**config.mk**
```make
export PLATFORM = sky130hd
export DESIGN_NAME = display_fb_responder_flat
export DESIGN_NICKNAME = d
export VERILOG_FILES = /design/src/rtl/display_fb_if.sv /design/src/rtl/display_fb_responder.sv /design/src/flat_wrapper.sv
export SDC_FILE = /design/constraint.sdc
export NUM_CORES = 1
export LEC_CHECK = 0
export ABC_AREA = 1
export ABC_CLOCK_PERIOD_IN_PS = 3400
export BUFFER_PORTS_ARGS = -buffer_cell sky130_fd_sc_hd__buf_2
export CAP_MARGIN = 20
export CORE_MARGIN = 2
export CORE_UTILIZATION = 67
export CTS_CLUSTER_DIAMETER = 100
export DETAILED_ROUTE_END_ITERATION = 8
export PLACE_DENSITY = 0.95
export SKIP_CTS_REPAIR_TIMING = 1
export SLEW_MARGIN = 20
export SYNTH_ARGS = -nofsm -noshare
export SYNTH_HDL_FRONTEND = slang
export SYNTH_SLANG_ARGS = --single-unit
```
**constraint.sdc**
```tcl
create_clock -name scan_clk -period 3.4 [get_ports scan_clk]
set_input_delay 0.51 -clock scan_clk [delete_from_list [all_inputs] [get_ports scan_clk]]
set_output_delay 0.51 -clock scan_clk [all_outputs]
set_load 0.02 [all_outputs]
```
**src/rtl/display_fb_if.sv**
```systemverilog
// Frame-buffer access bundle between the game/scan requesters and the frame-buffer responder.
// master = requester side (scanner + game logic), slave = responder.
interface display_fb_if #(
    parameter int ADDR_W = 6,
    parameter int DATA_W = 2
);
    logic              rd_req;
    logic              rd_grant;
    logic [ADDR_W-1:0] rd_addr;
    logic              rd_valid;
    logic [DATA_W-1:0] rd_data;
    logic              wr_req;
    logic              wr_grant;
    logic              wr_en;
    logic [ADDR_W-1:0] wr_addr;
    logic [DATA_W-1:0] wr_data;
    logic              clr_start;
    logic              clr_busy;
    logic              clr_done;

    modport master (
        output rd_req, rd_addr, wr_req, wr_en, wr_addr, wr_data, clr_start,
        input  rd_grant, rd_valid, rd_data, wr_grant, clr_busy, clr_done
    );

    modport slave (
        input  rd_req, rd_addr, wr_req, wr_en, wr_addr, wr_data, clr_start,
        output rd_grant, rd_valid, rd_data, wr_grant, clr_busy, clr_done
    );
endinterface

```
**src/rtl/display_fb_responder.sv**
```systemverilog
// Owns the 8x8 two-colour frame buffer and arbitrates the scanner reader, the
// game-logic writer and the internal clear sweep.
module display_fb_responder #(
    parameter int ADDR_W       = 6,
    parameter int DATA_W       = 2,
    parameter int STARVE_LIMIT = 12
) (
    input  logic         scan_clk,
    input  logic         rst_n_,
    display_fb_if.slave  bus
);
    localparam int DEPTH  = 2 ** ADDR_W;
    localparam int WAIT_W = $clog2(STARVE_LIMIT + 1);
    localparam logic [WAIT_W-1:0] WAIT_MAX   = WAIT_W'(STARVE_LIMIT);
    localparam logic [WAIT_W-1:0] WAIT_ONE   = {{(WAIT_W-1){1'b0}}, 1'b1};
    localparam logic [ADDR_W-1:0] SWEEP_ONE  = {{(ADDR_W-1){1'b0}}, 1'b1};
    localparam logic [ADDR_W-1:0] SWEEP_LAST = {ADDR_W{1'b1}};

    typedef enum logic [1:0] {
        ST_IDLE   = 2'd0,
        ST_RD_OWN = 2'd1,
        ST_WR_OWN = 2'd2,
        ST_CLEAR  = 2'd3
    } state_t;

    state_t            state_r;
    logic [DATA_W-1:0] mem_r [DEPTH];
    logic [ADDR_W-1:0] sweep_cnt_r;
    logic [WAIT_W-1:0] wr_wait_cnt_r;
    logic              clr_pending_r;
    logic              rd_grant_r;
    logic              wr_grant_r;
    logic              rd_valid_r;
    logic [DATA_W-1:0] rd_data_r;
    logic              clr_busy_r;
    logic              clr_done_r;
    logic              starved_s;

    assign starved_s = (wr_wait_cnt_r == WAIT_MAX);

    assign bus.rd_grant = rd_grant_r;
    assign bus.wr_grant = wr_grant_r;
    assign bus.rd_valid = rd_valid_r;
    assign bus.rd_data  = rd_data_r;
    assign bus.clr_busy = clr_busy_r;
    assign bus.clr_done = clr_done_r;

    // Writer starvation counter: counts ungranted request cycles, saturating.
    always_ff @(posedge scan_clk or negedge rst_n_) begin
        if (!rst_n_) begin
            wr_wait_cnt_r <= '0;
        end else if (wr_grant_r) begin
            wr_wait_cnt_r <= '0;
        end else if (bus.wr_req && !starved_s) begin
            wr_wait_cnt_r <= wr_wait_cnt_r + WAIT_ONE;
        end else begin
            wr_wait_cnt_r <= wr_wait_cnt_r;
        end
    end

    // Clear request latch; a pulse arriving during a sweep re-arms it for another sweep.
    always_ff @(posedge scan_clk or negedge rst_n_) begin
        if (!rst_n_) begin
            clr_pending_r <= 1'b0;
        end else if (bus.clr_start) begin
            clr_pending_r <= 1'b1;
        end else if (state_r == ST_IDLE && clr_pending_r) begin
            clr_pending_r <= 1'b0;
        end else begin
            clr_pending_r <= clr_pending_r;
        end
    end

    // Frame buffer storage: cleared by the sweep or written by the granted writer.
    always_ff @(posedge scan_clk or negedge rst_n_) begin
        if (!rst_n_) begin
            for (int i = 0; i < DEPTH; i++) begin
                mem_r[i] <= '0;
            end
        end else if (state_r == ST_CLEAR) begin
            mem_r[sweep_cnt_r] <= '0;
        end else if (state_r == ST_WR_OWN && bus.wr_en) begin
            mem_r[bus.wr_addr] <= bus.wr_data;
        end
    end

    // Ownership FSM with grants, read data and sweep status registered alongside the state.
    always_ff @(posedge scan_clk or negedge rst_n_) begin
        if (!rst_n_) begin
            state_r     <= ST_IDLE;
            rd_grant_r  <= 1'b0;
            wr_grant_r  <= 1'b0;
            rd_valid_r  <= 1'b0;
            rd_data_r   <= '0;
            clr_busy_r  <= 1'b0;
            clr_done_r  <= 1'b0;
            sweep_cnt_r <= '0;
        end else begin
            rd_valid_r <= 1'b0;
            clr_done_r <= 1'b0;
            case (state_r)
                ST_IDLE: begin
                    if (clr_pending_r) begin
                        state_r     <= ST_CLEAR;
                        clr_busy_r  <= 1'b1;
                        sweep_cnt_r <= '0;
                    end else if (bus.wr_req && starved_s) begin
                        state_r    <= ST_WR_OWN;
                        wr_grant_r <= 1'b1;
                    end else if (bus.rd_req) begin
                        state_r    <= ST_RD_OWN;
                        rd_grant_r <= 1'b1;
                    end else if (bus.wr_req) begin
                        state_r    <= ST_WR_OWN;
                        wr_grant_r <= 1'b1;
                    end else begin
                        state_r <= ST_IDLE;
                    end
                end
                ST_RD_OWN: begin
                    // No read on the leaving edge, so rd_valid never outlives rd_grant.
                    if (!bus.rd_req || starved_s || clr_pending_r) begin
                        state_r    <= ST_IDLE;
                        rd_grant_r <= 1'b0;
                    end else begin
                        rd_valid_r <= 1'b1;
                        rd_data_r  <= mem_r[bus.rd_addr];
                    end
                end
                ST_WR_OWN: begin
                    if (!bus.wr_req || clr_pending_r) begin
                        state_r    <= ST_IDLE;
                        wr_grant_r <= 1'b0;
                    end else begin
                        state_r <= ST_WR_OWN;
                    end
                end
                ST_CLEAR: begin
                    if (sweep_cnt_r == SWEEP_LAST) begin
                        state_r    <= ST_IDLE;
                        clr_busy_r <= 1'b0;
                        clr_done_r <= 1'b1;
                    end else begin
                        sweep_cnt_r <= sweep_cnt_r + SWEEP_ONE;
                    end
                end
                default: begin
                    state_r    <= ST_IDLE;
                    rd_grant_r <= 1'b0;
                    wr_grant_r <= 1'b0;
                    clr_busy_r <= 1'b0;
                end
            endcase
        end
    end
endmodule

```
**src/flat_wrapper.sv**
```systemverilog
// flat-port wrapper written by rule: the top's interface ports become plain ports
module display_fb_responder_flat 
#(
    parameter int ADDR_W       = 6,
    parameter int DATA_W       = 2,
    parameter int STARVE_LIMIT = 12
)
  (scan_clk, rst_n_, bus_rd_req, bus_rd_addr, bus_wr_req, bus_wr_en, bus_wr_addr, bus_wr_data, bus_clr_start, bus_rd_grant, bus_rd_valid, bus_rd_data, bus_wr_grant, bus_clr_busy, bus_clr_done);
  display_fb_if #(.ADDR_W(ADDR_W), .DATA_W(DATA_W)) bus_i ();
  input  logic scan_clk;
  input  logic rst_n_;
  input wire logic [$bits(bus_i.rd_req)-1:0] bus_rd_req;
  input wire logic [$bits(bus_i.rd_addr)-1:0] bus_rd_addr;
  input wire logic [$bits(bus_i.wr_req)-1:0] bus_wr_req;
  input wire logic [$bits(bus_i.wr_en)-1:0] bus_wr_en;
  input wire logic [$bits(bus_i.wr_addr)-1:0] bus_wr_addr;
  input wire logic [$bits(bus_i.wr_data)-1:0] bus_wr_data;
  input wire logic [$bits(bus_i.clr_start)-1:0] bus_clr_start;
  output wire logic [$bits(bus_i.rd_grant)-1:0] bus_rd_grant;
  output wire logic [$bits(bus_i.rd_valid)-1:0] bus_rd_valid;
  output wire logic [$bits(bus_i.rd_data)-1:0] bus_rd_data;
  output wire logic [$bits(bus_i.wr_grant)-1:0] bus_wr_grant;
  output wire logic [$bits(bus_i.clr_busy)-1:0] bus_clr_busy;
  output wire logic [$bits(bus_i.clr_done)-1:0] bus_clr_done;
  assign bus_i.rd_req = bus_rd_req;
  assign bus_i.rd_addr = bus_rd_addr;
  assign bus_i.wr_req = bus_wr_req;
  assign bus_i.wr_en = bus_wr_en;
  assign bus_i.wr_addr = bus_wr_addr;
  assign bus_i.wr_data = bus_wr_data;
  assign bus_i.clr_start = bus_clr_start;
  assign bus_rd_grant = bus_i.rd_grant;
  assign bus_rd_valid = bus_i.rd_valid;
  assign bus_rd_data = bus_i.rd_data;
  assign bus_wr_grant = bus_i.wr_grant;
  assign bus_clr_busy = bus_i.clr_busy;
  assign bus_clr_done = bus_i.clr_done;
  display_fb_responder #(.ADDR_W(ADDR_W), .DATA_W(DATA_W), .STARVE_LIMIT(STARVE_LIMIT)) u_core (.scan_clk(scan_clk), .rst_n_(rst_n_), .bus(bus_i));
endmodule
```
Yosys cells after proc, flatten, opt, wreduce, memory -nomap -nowiden
Cells that the tools add are included.
- bits in registers: 148
- bits in latches: 0
- memory bits (writable): 0
- bits in read-only memories: 0
- bits of input ports: 20
- output and inout bits: 7
- logic and storage cells: 170
- memories kept: 0
- $add $sub $neg: 2
- $mul: 0
- divide/modulo/power cells: 0
- order comparisons: 5
- eq/ne operators: 15
- shift-type cells: 0
- muxes and demuxes: 43
- bitwise gates (word level): 6
- reductions and logical operators: 25
- operators with widths (cell ; number):
    128-bit two-way mux ; 2
    128-bit AND ; 1
    128-bit bitwise mux ; 1
    128-bit inverter ; 1
    2-bit demux with 6-bit select ; 2
    2-bit two-way mux ; 11
    7-bit greater-or-equal comparator (second input constant) ; 3
    6-bit inverter with 7-bit output ; 3
    1-bit two-way mux ; 17
    7-bit by 1-bit < comparator with 1-bit output (second input constant) ; 2
    2-bit binary-select mux with 6-bit select ; 1
    6-bit two-way mux ; 2
    2-bit != test (second input constant) ; 6
    6-bit case mux with 2 select lines ; 1
    2-bit nonzero test ; 6
    5-bit AND reduction ; 2
    4-bit two-way mux ; 2
    2-bit case mux with 4 select lines ; 1
    6-bit by 1-bit adder with 6-bit output (second input constant) ; 1
    6-bit equality test (second input constant) ; 1
    1-bit logical AND ; 6
    3-bit != test (second input constant) ; 2
    1-bit case mux with 2 select lines ; 3
    3-bit AND reduction ; 2
    other kinds (10) ; 17

Depth between registers and ports, before layout
Gate-level depths: netlist of the first run.
- depth in word-level cells: 8
- depth in mapped cells: 12
- depth with buffers taken out: 11

Least setup slack after synthesis of the first run
No wires, ideal clock.
- path kind: register to register
- from: register u_core.state_r[0]
- to: register u_core.mem_r[54] (netlist bit)
- setup time: 133 ps
- data arrival time: 1549 ps
- data required time: 3267 ps
- setup slack: 1717 ps
- stages on the path, launching flop included: 11
- buffers on the path: 1
- period minus slack after synthesis: 1683 ps
- cells stage by stage: dfrtp_1 -> ha_1 -> buf_2 -> nor3_2 -> inv_2 -> nor2_2 -> inv_1 -> nor2_1 -> a21oi_1 -> nand2_1 -> o21ai_0
- cells in the longest elaborated chain, start to end: 3
- elaborated cells on any way between the ends: 5
- classes of those cells: 2 x eq/ne; 1 x mux; 2 x reduce/logical
- ends and longest elaborated chain (element ; line ; text):
    from (decl) ; display_fb_responder.sv:26 ; state_t state_r;
    from (signal assigned) ; display_fb_responder.sv:90 ; state_r <= ST_IDLE;
    from (signal assigned) ; display_fb_responder.sv:104 ; state_r <= ST_CLEAR;
    from (signal assigned) ; display_fb_responder.sv:108 ; state_r <= ST_WR_OWN;
    2-bit equality test ; display_fb_responder.sv:82 ; end else if (state_r == ST_WR_OWN && bus.wr_en) begin
    1-bit logical AND ; display_fb_responder.sv:82 ;
    2-bit nonzero test (no line) ; -- ;
    to (signal, indexed assignment) ; display_fb_responder.sv:83 ; mem_r[bus.wr_addr] <= bus.wr_data;
    to (decl) ; display_fb_responder.sv:27 ; logic [DATA_W-1:0] mem_r [DEPTH];
Several ways; a longest one is shown, not always the timed one.
A chain may end at the register's enable or synchronous reset.

Worst setup path in the final report of the first run
- from: register u_core.state_r[0]
- to: register u_core.mem_r[95] (netlist bit)
The elaborated chain is that of the path after synthesis.

==> results of run 1 <==
-- where the power goes --
group	internal [uW]	total [uW]	switching, uW
clock	1150	1890	734
sequential	1790	1810	24.6
combinational	77.9	292	214
-- how the worst max path moves through the flow --
stage / start / end / slack (ns) / depth (start not counted)
2_1_floorplan: u_core.state_r[0]$_DFFE_PN0P_ / u_core.mem_r[54]$_DFFE_PN0P_ / 1.72 / 10
3_3_place_gp: u_core.state_r[0]$_DFFE_PN0P_ / u_core.mem_r[94]$_DFFE_PN0P_ / 1.08 / 6
3_5_place_dp: u_core.state_r[0]$_DFFE_PN0P_ / u_core.mem_r[94]$_DFFE_PN0P_ / 1.0 / 6
4_1_cts: u_core.state_r[0]$_DFFE_PN0P_ / u_core.mem_r[35]$_DFFE_PN0P_ / 0.98 / 6
5_1_grt: u_core.state_r[0]$_DFFE_PN0P_ / u_core.mem_r[34]$_DFFE_PN0P_ / 0.72 / 6
6_report: u_core.state_r[0]$_DFFE_PN0P_ / u_core.mem_r[95]$_DFFE_PN0P_ / 0.77 / 6
-- registers in the layout (all words and copies together), names as in the netlist --
register and cells:
u_core.bus.clr_done 1, u_core.bus.wr_grant 1, u_core.bus.rd_valid 1, u_core.bus.clr_busy 1
u_core.mem_r 128, u_core.bus.rd_data 2, u_core.wr_wait_cnt_r 4, u_core.sweep_cnt_r 6
u_core.bus.rd_grant 1, u_core.state_r 2, u_core.clr_pending_r 1
-- cell usage after synthesis, drive strengths merged, types with 2 or more instances --
library cell,n,area (sq um)
buf,22,110.1
clkbuf,16,60.06
nor2,74,317.8
nor3,22,188.9
dfrtp,148,3704
nand3,132,670.6
a21oi,45,225.2
ha,7,87.58
nand2,276,1039
nand4,2,12.51
nor3b,3,32.53
clkinv,2,7.510
inv,158,593.1
o21ai,119,595.6
o22ai,44,275.3
-- per-stage QoR --
| stage | cells | util, % | total power (uW) | cell area [sq um] |
|---|---|---|---|---|
| 5_1_grt | 1246 | 76.09 | 4107 | 8762 |
| 3_5_place_dp | 1215 | 70.98 | 2120 | 8174 |
| 3_3_place_gp | 1215 | 70.98 | 2112 | 8174 |
| 4_1_cts | 1246 | 76.09 | 3978 | 8762 |
| 6_report | 1246 | 76.09 | 3987 | 8762 |
| 2_1_floorplan | 1075 | - | 2011 | 7961 |
-- worst max-delay path: cells and delay by family (launching register included) --
kind / cells / cell delay [ns]
AO/OA/AOI/OAI: 2 / 0.43
adder cells (fa/ha/maj): 1 / 0.44
buffers and inverters: 2 / 0.52
flip-flops: 1 / 0.41
AND/OR/NAND/NOR: 1 / 0.68
-- kinds of logic (layout without fill, tap and decap cells) --
group                      count (synthesis)  after routing
and+or+nand+nor                          510            510
DFF                                      148            148
xor gates and xnor gates                   1              1
buffers and inverters                    198            226
AOI/OAI and AO/OA                        211            211
adders and majority gates                  7              7
-- metal layers --
layer | GRT usage, % | part of all wire [%] | vias to the layer above | wire length [um]
met1 | 49.95 | 36 | 3621 | 8458
met4 | 26.83 | 7.2 | 0 | 1687
met3 | 9.588 | 13 | 178 | 2948
met2 | 58.04 | 44 | 633 | 10440
met5 | 0 | 0 | - | 0
li1 | - | - | 3514 | -
-- final cells by class --
| class | instances | area (sq um) | area share (%) |
|---|---|---|---|
| well taps | 143 | 178.9 | 2.042 |
| multi-input cells | 729 | 3487 | 39.80 |
| clock inverters | 8 | 100.1 | 1.142 |
| flip-flops and latches | 148 | 3704 | 42.27 |
| inverters | 160 | 600.6 | 6.854 |
| repair buffers | 35 | 203.9 | 2.328 |
| clock buffers | 23 | 488.0 | 5.569 |
==> out/qor.csv, run 1 <==
stage;metric;value;unit
detailed_routing;route.antenna.remaining_nets;0;
yosys;yosysUniqueCellTypes;31;
detailed_routing;dr.first_iter.drc_count;1355;
critical_path;start_kind;register;
critical_path;timing.rr.end;u_core.mem_r[95]$_DFFE_PN0P_;
floorplan;dieArea;12770;sq um
global_route;grt_max_degree;65;
yosys;synthFlopType;dfrtp_1;
cells_and_area;diodes;0;
placement;pre_cts_slack;0.9973;ns
floorplan;placementRows;39;
yosys;synth-edff-count;0;
sta;max_freq;0.3800;GHz
cells_and_area;final_cell_mix;nand2_1 (275), dfrtp_1 (148), inv_1 (138), nand3_1 (130), o21ai_0 (90);
sta;fin_ws;0.7687;ns
floorplan;die_x;113.0;um
critical_path;cp_slowest_stage_delay;0.68;ns
placement;dpl.hpwl;14.99;mm
power_and_ir_drop;peakVddDrop;0.0004235;V
global_route;grt_pass1_vias;7685;
yosys;syn-instance-count;1075;
clocking;tritoncts;done;
critical_path;crit_fanout;11;
detailed_routing;drt-total-wl;23.53;mm
detailed_routing;firstDrtPassIters;9;
yosys;synth_compound_area_share;14.03;%
yosys;synth_top_family_by_area;simple AND/OR/NAND/NOR gates;
yosys;ys_async_sr_fraction;100.0;%
cells_and_area;nets;1118;
status;violations;design-rule violations;
detailed_routing;drc_errors;2;
worst_hold_path;min_path_type;in2async;
yosys;yosys.area_share.simple;28.56;%
sta;timing.setup.tns;0;ns
yosys;synth-seq-area-share;46.52;%
global_route;grtUsageTotal;38.79;%
cells_and_area;layout-drive-gt1-share;10.34;%
floorplan;initial_core_util;69.13;%
critical_path;r2r_cells;6;
placement;port_buffers;26;
clocking;insertion_delay;0.44;ns
critical_path;worstPathRequired;3.69;ns
global_route;grt-ovfl-total;0;
cells_and_area;layout_commonest_cell;nand2_1;
clocking;numCtsBuffers;17;
detailed_routing;num_vias;7946;
critical_path;crit_type;reg2reg;
yosys;synth_area_per_cell;7.406;sq um
floorplan;ios;27;
yosys;ys_warn_count;0;
flow_run;drv_cap;0;
critical_path;critPathMostFrequentCell;inv_1;
floorplan;die_height;113.0;um
critical_path;cp_slowest_cell;nor2_1;
sta;hold_viol_final;0;
cells_and_area;syn_to_final_growth;10.06;%
detailed_routing;routedWlPerCell;18.89;um
clocking;clkSinkCount;148;
cells_and_area;fillers;824;
global_route;antenna_found_initial;0;
detailed_routing;vias_per_cell;6.377;
yosys;syn-num-nets;1102;
sta;worstMarginPinSlew;1.103;ns
sta;hold_ws;0.05702;ns
yosys;synthXorXnorAreaFrac;0.1100;%
floorplan;coreArea;11520;sq um
yosys;ys_ff_latch;148;
yosys;synthAdderAreaFrac;1.100;%
sta;min_period_over_period;77.39;%
critical_path;crit_path_end_kind;register;
power_and_ir_drop;p_per_area;455.1;nW/um^2
yosys;muxShareOfSynthArea;0;%
sta;maxSlewViolCount;0;
critical_path;path_cells;ha_1, inv_1, nor2_1, inv_1, o21ai_0, o22ai_1;
global_route;grt_first_pass_wirelength;38.23;mm
yosys;netlist_area;7961;sq um
status;status;complete, but fails checks;
power_and_ir_drop;p_leak;0.003793;uW
clocking;htreeDepth;4;
clocking;cts_root_buf;clkbuf_16;
sta;relSlewSlack;26.33;%
sta;setup_violations;0;
sta;period_needed;2.631;ns
critical_path;r2r_start;u_core.state_r[0]$_DFFE_PN0P_;
critical_path;reg2reg_slack;0.77;ns
clocking;clkSlewWorstSetupHoldPaths;0.06;ns
critical_path;crit_arrival;2.92;ns
sta;worst_clock_skew;0.007358;ns
clocking;clk_path_buf_depth;2;
sta;rsz0062_at_grt;no;
placement;globalplace.congestion;0.9680;
No activity file was read; power rests on OpenSTA's default activity.
==> run 2: changes to the inputs <==
--- a/config.mk
+++ b/config.mk
@@ -6,14 +6,14 @@
 export NUM_CORES = 1
 export LEC_CHECK = 0
 export ABC_AREA = 1
-export ABC_CLOCK_PERIOD_IN_PS = 3400
+export ABC_CLOCK_PERIOD_IN_PS = 2350
 export BUFFER_PORTS_ARGS = -buffer_cell sky130_fd_sc_hd__buf_2
 export CAP_MARGIN = 20
 export CORE_MARGIN = 2
-export CORE_UTILIZATION = 67
+export CORE_UTILIZATION = 56
 export CTS_CLUSTER_DIAMETER = 100
 export DETAILED_ROUTE_END_ITERATION = 8
-export PLACE_DENSITY = 0.95
+export PLACE_DENSITY = 0.86
 export SKIP_CTS_REPAIR_TIMING = 1
 export SLEW_MARGIN = 20
 export SYNTH_ARGS = -nofsm -noshare
==> constraint.sdc (replaced) <==
create_clock -name scan_clk -period 2.35 [get_ports scan_clk]
set_input_delay 0.3525 -clock scan_clk [delete_from_list [all_inputs] [get_ports scan_clk]]
set_output_delay 0.3525 -clock scan_clk [all_outputs]
set_load 0.02 [all_outputs]
==> run 2 against run 1 <==
The flow now finishes without violations; first-iteration DRC count is 28% lower; worst setup slack worse by 0.50 ns; utilization is 11 points lower; register-to-register slack worse by 0.50 ns; total power is 49% higher; sequential cell count stayed put; via count is 2.7% lower; critical path type unchanged; critical endpoint is now u_core.mem_r[112]$_DFFE_PN0P_; largest cell class unchanged; highest routed layer unchanged.
==> out/qor.csv, run 2 (same netlist as run 1, synthesis figures left out) <==
stage;metric;value;unit
cells_and_area;final_core_util;64.73;%
detailed_routing;firstDrtPassIters;8;
global_route;grt_pass1_vias;7385;
critical_path;cp_top_family;simple AND/OR/NAND/NOR gates;
clocking;insertion_delay;0.44;ns
detailed_routing;drt-total-wl;23.25;mm
cells_and_area;nets;1129;
cells_and_area;reg.largest.list;u_core.mem_r: 128 flops, u_core.sweep_cnt_r: 6 flops, u_core.wr_wait_cnt_r: 4 flops;
cells_and_area;largest_reg_flops;128;
detailed_routing;num_vias;7734;
floorplan;initial_core_util;57.36;%
cells_and_area;final_cell_mix;nand2_1 (275), dfrtp_1 (148), inv_1 (138), nand3_1 (130), o21ai_0 (90);
sta;relSlewSlack;50.78;%
critical_path;crit_buf_inv;3;
floorplan;die_height;123.2;um
cells_and_area;diodes;0;
critical_path;reg2reg_slack;0.27;ns
critical_path;start_kind;register;
cells_and_area;layout-drive-gt1-share;11.04;%
sta;period_needed;2.081;ns
cells_and_area;syn_to_final_growth;12.86;%
critical_path;crit_arrival;2.38;ns
flow_run;drv_cap;0;
critical_path;worstPathRequired;2.65;ns
cells_and_area;fillers;1173;
critical_path;crit_type;reg2reg;
floorplan;coreArea;13880;sq um
power_and_ir_drop;p_per_area;663.1;nW/um^2
detailed_routing;route.antenna.remaining_nets;0;
clocking;clkSinkCount;148;
sta;min_period_over_period;88.54;%
placement;globalplace.congestion;0.9615;
placement;port_buffers;26;
sta;rsz0062_at_grt;no;
detailed_routing;dr.first_iter.drc_count;981;
global_route;grt_first_pass_wirelength;37.48;mm
clocking;numCtsBuffers;17;
clocking;cts_root_buf;clkbuf_16;
critical_path;crit_path_end_kind;register;
sta;worstMarginPinSlew;0.7343;ns
critical_path;cp_slowest_stage_delay;0.41;ns
status;status;complete, no violations;
floorplan;dieArea;15190;sq um
floorplan;die_x;123.2;um
floorplan;placementRows;43;
sta;setup_violations;0;
sta;maxSlewViolCount;0;
power_and_ir_drop;peakVddDrop;0.0007537;V
sta;hold_ws;0.1014;ns
floorplan;ios;27;
worst_hold_path;min_path_type;in2reg;
cells_and_area;fin_area;8985;sq um
placement;dpl.hpwl;15.58;mm
clocking;htreeDepth;4;
global_route;grt-ovfl-total;0;
power_and_ir_drop;p_leak;0.003884;uW
global_route;antenna_found_initial;0;
sta;worst_clock_skew;0.01152;ns
detailed_routing;vias_per_cell;5.977;
placement;placed_area;8358;sq um
detailed_routing;routedWlPerCell;17.97;um
cells_and_area;layout_commonest_cell;nand2_1;
global_route;grtUsageTotal;32.72;%
global_route;grt_max_degree;68;
clocking;tritoncts;done;
critical_path;cp_slowest_cell;dfrtp_1;
sta;hold_viol_final;0;
critical_path;crit_fanout;5;
sta;max_freq;0.4806;GHz
sta;timing.setup.tns;0;ns
cells_and_area;top_register;u_core.mem_r;
critical_path;path_cells;inv_1, ha_1, nand2_1, nor3b_2, inv_2, nor2_2, inv_2, nor2_1, a21oi_1, nand2_1, o21ai_0;
clocking;clk_path_buf_depth;2;
clocking;clkSlewWorstSetupHoldPaths;0.06;ns
detailed_routing;drc_errors;0;
## run 2: changes by cell type in the layout (fill, tap and decap cells not counted)
cell	before	now
buf_12	0	5
buf_4	9	14
bufinv_16	2	4
clkbuf_1	2	3
clkbuf_8	4	2
clkinvlp_4	1	0
dlygate4sd3_1	0	1
## run 2: metal layers
layer  vias to the layer above  wire length (um)  global-route usage, %
met4                         0              1135                  17.68
met3                       102              2328                  8.487
met2                       468             10410                  49.66
li1                       3548                 -                      -
met1                      3616              9378                  43.00
met5                         -                 0                      0
## run 2: final cells by class
class | count | area, sq um | share of cell area [%]
clock inverters | 9 | 152.6 | 1.699
inverters | 160 | 600.6 | 6.684
flip-flops and latches | 148 | 3704 | 41.22
multi-input cells | 729 | 3487 | 38.81
repair buffers | 46 | 351.6 | 3.913
well taps | 180 | 225.2 | 2.507
clock buffers | 22 | 464.2 | 5.166
## run 2: power breakdown
part	internal (uW)	switching [uW]
registers	2580	32.4
logic	132	320
clock network	1820	1070
## run 2: path summary, 6_finish.rpt
| check | startpoint | end | cells past startpoint |
|---|---|---|---|
| max reg2reg | u_core.state_r[0]$_DFFE_PN0P_ | u_core.mem_r[112]$_DFFE_PN0P_ | 11 |
| min reg2reg | u_core.mem_r[11]$_DFFE_PN0P_ | u_core.mem_r[11]$_DFFE_PN0P_ | 2 |
| min | bus_clr_start | u_core.clr_pending_r$_DFFE_PN0P_ | 2 |
| min in group asynchronous | rst_n_ | u_core.mem_r[92]$_DFFE_PN0P_ | 2 |
| max in group asynchronous | rst_n_ | u_core.sweep_cnt_r[1]$_DFFE_PN0P_ | 3 |
| max | u_core.state_r[0]$_DFFE_PN0P_ | u_core.mem_r[112]$_DFFE_PN0P_ | 11 |
## run 2: metrics by stage
step                cells  worst slack (ns)  total power (uW)
global placement     1262            0.4253              3091
global route         1294           0.09970              6119
CTS                  1293            0.2956              5950
detailed placement   1262            0.3093              3100
finish               1294            0.2693              5958
floorplan            1075            0.6675              2910
